**src/rtl/gate_chain_pkg.sv**
```systemverilog
// Shared definitions for the gate-chain delay pipe: reduction mode encodings
// and default geometry.
package gate_chain_pkg;

  localparam int unsigned DEF_WIDTH = 4;
  localparam int unsigned DEF_DEPTH = 8;
  localparam int unsigned DEF_CH    = 3;

  typedef enum logic [1:0] {
    NAND_CASCADE = 2'b00,
    AND_RED      = 2'b01,
    XOR_RED      = 2'b10,
    BYPASS       = 2'b11
  } mode_e;

endpackage

```
**src/rtl/gate_cascade.sv**
```systemverilog
// Combinational reduction of the input word to one bit, selected by mode.
module gate_cascade
  import gate_chain_pkg::*;
#(
  parameter int WIDTH = DEF_WIDTH
) (
  input  logic [WIDTH-1:0] in_data,
  input  logic [1:0]       mode,
  output logic             r
);

  logic [WIDTH-1:0] chain;

  // chain[k] is the cascade value after folding in d[k]; chain[0] seeds with d0.
  always_comb begin
    chain    = '0;
    chain[0] = in_data[0];
    for (int k = 1; k < WIDTH; k++) begin
      chain[k] = ~(chain[k-1] & in_data[k]);
    end
  end

  always_comb begin
    r = 1'b0;
    unique case (mode_e'(mode))
      NAND_CASCADE: r = chain[WIDTH-1];
      AND_RED:      r = &in_data;
      XOR_RED:      r = ^in_data;
      BYPASS:       r = in_data[0];
      default:      r = 1'b0;
    endcase
  end

endmodule

```
**src/rtl/gate_chain_pipe.sv**
```systemverilog
// Reduces each accepted sample to one bit, shifts it into a DEPTH-long delay
// line and exposes CH independently tapped channels with fill-based valids.
module gate_chain_pipe
  import gate_chain_pkg::*;
#(
  parameter  int WIDTH = DEF_WIDTH,
  parameter  int DEPTH = DEF_DEPTH,
  parameter  int CH    = DEF_CH,
  localparam int AW    = $clog2(DEPTH)
) (
  input  logic              clk,
  input  logic              rst,
  input  logic [WIDTH-1:0]  in_data,
  input  logic              in_valid,
  output logic              in_ready,
  input  logic [1:0]        mode,
  input  logic              freeze,
  input  logic              flush,
  input  logic [CH*AW-1:0]  tap_sel,
  output logic [CH-1:0]     out_data,
  output logic [CH-1:0]     out_valid,
  output logic [AW:0]       fill
);

  logic             r;
  logic             accept;
  logic [DEPTH-1:0] line_q, line_d;
  logic [AW:0]      fill_q, fill_d;

  gate_cascade #(.WIDTH(WIDTH)) u_cascade (
    .in_data (in_data),
    .mode    (mode),
    .r       (r)
  );

  // Flush wins over freeze; either one blocks acceptance.
  assign in_ready = ~freeze & ~flush;
  assign accept   = in_valid & in_ready;

  always_comb begin
    line_d = line_q;
    fill_d = fill_q;
    if (flush) begin
      line_d = '0;
      fill_d = '0;
    end else if (accept) begin
      line_d = {line_q[DEPTH-2:0], r};
      if (fill_q < (AW+1)'(DEPTH)) fill_d = fill_q + (AW+1)'(1);
    end
  end

  always_ff @(posedge clk or posedge rst) begin
    if (rst) begin
      line_q <= '0;
      fill_q <= '0;
    end else begin
      line_q <= line_d;
      fill_q <= fill_d;
    end
  end

  assign fill = fill_q;

  // Output zeroing during reset falls out of the async clear of line/fill.
  for (genvar i = 0; i < CH; i++) begin : g_tap
    logic [AW-1:0] sel;
    assign sel          = tap_sel[i*AW +: AW];
    assign out_data[i]  = line_q[sel];
    assign out_valid[i] = (fill_q > {1'b0, sel});
  end

endmodule

```
**config.mk**
```make
export PLATFORM = sky130hd
export DESIGN_NAME = gate_chain_pipe
export DESIGN_NICKNAME = d
export VERILOG_FILES = /design/src/rtl/gate_chain_pkg.sv /design/src/rtl/gate_cascade.sv /design/src/rtl/gate_chain_pipe.sv
export SDC_FILE = /design/constraint.sdc
export NUM_CORES = 1
export LEC_CHECK = 0
export ABC_AREA = 1
export CORE_MARGIN = 4
export CORE_UTILIZATION = 48
export CTS_CLUSTER_SIZE = 28
export DETAILED_ROUTE_END_ITERATION = 16
export PLACE_DENSITY_LB_ADDON = 0.2
export SYNTH_ARGS = -nofsm -noshare
export SYNTH_HDL_FRONTEND = slang
export SYNTH_HIERARCHICAL = 1
export SYNTH_SLANG_ARGS = --single-unit
```
**constraint.sdc**
```tcl
create_clock -name clk -period 1.48 [get_ports clk]
set_input_delay 0.148 -clock clk [delete_from_list [all_inputs] [get_ports clk]]
set_output_delay 0.148 -clock clk [all_outputs]
set_load 0.02 [all_outputs]
```
* After elaboration in Yosys (flattened, before gate mapping)
Cells that the tools add are included.
** Word-level totals
- Output and inout port bits :: 11
- Register bits after elaboration :: 12
- Bits of input ports :: 20
** Cells by class
- $add $sub $neg :: 1
- Mux-type cells :: 12
- Equality and inequality tests :: 3
- Reductions and logical operators :: 6
- Bitwise operators :: 10
- Order comparisons :: 7
** Operators by type and width (number)
- two-way mux 8 bit :: 2
- > comparator 4 x 3 -> 1 bit :: 3
- less-than comparator 3 x 4 -> 1 bit (second input constant) :: 3
- two-way mux 4 bit :: 3
- binary-select mux 1 bit (select 3 bit) :: 3
- AND 1 bit :: 5
- NOT 1 bit :: 5
- adder 4 x 1 -> 4 bit (second input constant) :: 1
- equality test 2 bit (second input constant) :: 2
- less-than comparator 4 bit (second input constant) :: 1
- one-hot mux 1 bit (4 select lines) :: 1
- AND reduction 4 bit :: 1
- nonzero test 2 bit :: 2
- XOR reduction 4 bit :: 1
- two-way mux 1 bit :: 3
- equality test 2 x 1 -> 1 bit (second input constant) :: 1
- logical NOT 2 bit :: 1
- AND reduction 2 bit :: 1

* Logic depth before layout (Yosys ltp)
- Depth in word-level cells :: 9
- Mapped depth :: 10
- Mapped depth without buffers :: 10

* Hierarchy
Netlist, hierarchy kept.
** By module, submodules not included
- gate_chain_pipe :: area an instance 1037.2 um^2, instances 1, seq. area each 300.3 um^2, cells each 153
- gate_cascade :: area an instance 100.1 um^2, instances 1, seq. area each 0.0 um^2, cells each 21

* Worst setup path after synthesis
Ideal clock, no wire load.
- Path kind :: reg2out
- From :: register fill_q[1] (netlist: fill[1])
- To :: output port out_valid[0]
- Path slack :: -5 ps
- Data required time :: 1332 ps
- Arrival :: 1337 ps
- Cell stages (with the launch flop) :: 6
- Path through :: dfrtp_1 > ha_1 > inv_1 > nor2_1 > o21ai_1 > a21oi_1
** Between the ends
- Word-level cells in the longest chain between the ends :: 1
** RTL lines
- start: declaration :: line gate_chain_pipe.sv:28 : logic [AW:0] fill_q, fill_d;
- start signal: assignment :: line gate_chain_pipe.sv:58 : fill_q <= fill_d;
- > comparator 4 x 3 -> 1 bit :: line gate_chain_pipe.sv:69 : assign out_valid[i] = (fill_q > {1'b0, sel});
- end: declaration :: line gate_chain_pipe.sv:21 : output logic [CH-1:0] out_valid,
Every way passes these cells.

* Worst setup path after layout
- From :: register fill_q[1] (netlist: fill[1])
- To :: output port out_valid[2]
Same word-level chain as after synthesis.

==> reports/results.ini <==
[outcome]
outcome = finished with violations
violations = setup timing

[cells_and_area]
diodes = 0
most-common-layout-cells = nand2_1, buf_4, inv_1, clkdlybuf4s50_1, nand3_1
nFillCells = 176
multiInputGateArea_um2 = 709
syn2layout_area_growth_pct = 51.5
finalNonFillerCells = 261
post-route-util = 0.771
final_common_cell = nand2_1
seq_area_um2 = 304
drive_gt1_frac = 0.249
nNetsFinal = 266

[power_and_ir_drop]
power_frac_comb = 0.338
ir_drop_mv = 0.723
powerDensity_nw_per_um2 = 527
p_int_mw = 0.632
p_seq_frac = 0.368
p_sw_mw = 0.276
swShare = 0.304
p_leak_nw = 1.03
pwr-share-clk = 0.294

[floorplanning]
start_util = 0.509
die-area_um2 = 3210
fp.coreArea_um2 = 2230
boundaryPins = 31
fp.dieW_um = 56.7
rows = 17
die_h_um = 56.7

[global_route]
grt.total_usage = 0.212
antenna_found_initial = 0
grt_pass1_vias = 1312
overflow = 0
grt_pass1_wl_mm = 5.54
grt_max_degree = 13

[worst_setup_path]
cp.arrival_ps = 1520
crit_buf_inv = 2
crit_slowest_cell = dfrtp_2
required_ps = 1330
start_kind = flip-flop
max_stage_delay_ps = 460
end_kind = output port
criticalPathCategory = reg2out
crit_family = flip-flops
path_cells = ha_1, inv_1, nor2_1, o21ai_1, a21oi_2, buf_4
cp_max_fo = 5

[sta]
setup_ws_ps = -190
fmax_mhz = 599
worstMarginPinSlew_ps = 493
setup_violations = 3
relSlewSlack = 0.671
fin_crit_sh = 1.13
hold_violations = 0
finalMaxSlewViolations = 0
period_minus_slack_ps = 1670
fin_skew_ps = 0.902
rsz0062_at_grt = true

[synth]
ys_seq_elements = 12
ys_seq_area_frac = 0.264
netlist-cell-type-count = 19
synth_xor_area_frac = 0
synthSimpleGateAreaFrac = 0.389
synth_fa_ha_area_frac = 0.132
ys_warn_count = 6
avgSynthCellArea_um2 = 6.54
yosys-mux-area-fraction = 0
synth_compound_area_frac = 0.0814
syn_nets = 206
syn-cell-area_um2 = 1140
syn_inst = 174
synth_top_family_by_area = simple AND/OR/NAND/NOR gates

[clocking]
clk_pin_slew_ps = 80
cts_tree = done
postCtsHoldBufs = 0
htree_levels = 1
clk_path_buf_depth = 2
clock_sinks = 12
clkLatencyLatePin_ps = 280
numCtsBuffers = 3
cts-root-buf = clkbuf_4

[detailed_routing]
wl_per_cell_um = 12.3
drcViolationCount = 0
dr_wl_met3_um = 159
dr_wl_met2_mm = 1.69
routed_wl_mm = 3.22
drt_first_pass_iters = 4
met1_length_mm = 1.35
highest_layer = met4
viasPerCell = 5.08
num_vias = 1325
ant_nets = 0
drt_iter0_markers = 63

[placement]
placedCellCount = 255
dp_hpwl_mm = 2.56
place_congestion = 0.883
port_buffers = 30

[hold_path]
min_path_type = in2async

[job]
cap_violations = 0

-- through the flow --
step                      hold WS (ps)  setup TNS [ps]  cell area (µm²)  setup slack (ps)  power [mW]
after floorplan                   12.7               0             1150              84.9       0.498
after global placement             472           -2720             1660              -555       0.634
after detailed placement           494           -2970             1660              -617       0.649
after CTS                          185            -555             1680              -193       0.904
after global routing               199            -817             1720              -277       0.966
final                              183            -523             1720              -190       0.909
-- synth_stat cells --
cell type  count  area [µm²]
nand2_4        3        33.8
nand3_1       16        80.1
clkinv_2       1        5.00
a21oi_1        4        20.0
nor3_1         3        15.0
dfrtp_1       12         300
nand4_1        2        12.5
nor2_1        11        41.3
o21ai_2        1        8.76
o21ai_1        4        20.0
inv_1         30         113
buf_2          1        5.00
nand2_8        1        20.0
inv_2          3        11.3
nor2_4         1        11.3
bufinv_8       1        17.5
ha_1          12         150
o22ai_1        7        43.8
nand2_1       61         229
-- state kept, by name (all words and copies together) (netlist names) --
| signal | cells |
|---|---|
| fill | 4 |
| line_q | 8 |
-- kinds of logic after synthesis --
| logic type | after synthesis |
|---|---|
| flops | 12 |
| buf+inv | 36 |
| fa+ha+maj | 12 |
| compound gates | 16 |
| simple gates | 98 |
-- power by group through the flow --
stage                     clock (mW)  sequential, mW  combinational, mW
after global placement             0           0.341              0.293
after global routing           0.291           0.335              0.340
after CTS                      0.271           0.334              0.298
after detailed placement           0           0.341              0.308
after floorplan                    0           0.344              0.154
final                          0.267           0.334              0.307
-- metal layers --
metal,up-vias,GRT usage
met4,0,0.0407
met1,616,0.259
met5,-,0
li1,666,-
met2,41,0.373
met3,2,0.0552
-- worst paths after layout --
kind	cells past startpoint	slack (ps)	start	endpoint
worst max-delay path	6	-190	fill[1]	out_valid[2]
worst min-delay path	2	180	rst	fill[0]
worst max register to register	8	160	fill[1]	fill[2]
worst min register to register	2	590	line_q[7]	line_q[7]
max in group asynchronous	2	940	rst	fill[2]
min in group clk	2	590	line_q[7]	line_q[7]
-- area by class of cell --
cell class / instances / area share
flip-flops and latches: 12 / 0.176
clock buffers: 4 / 0.0211
repair buffers: 56 / 0.285
inverters: 35 / 0.0850
multi-input cells: 126 / 0.412
well taps: 28 / 0.0203
-- what timing repair did --
action                                  CTS  global route
resized for setup                        34            14
endpoints found under the setup margin   11             6
buffers inserted                          2             0
(Power assumes the default switching activity.)
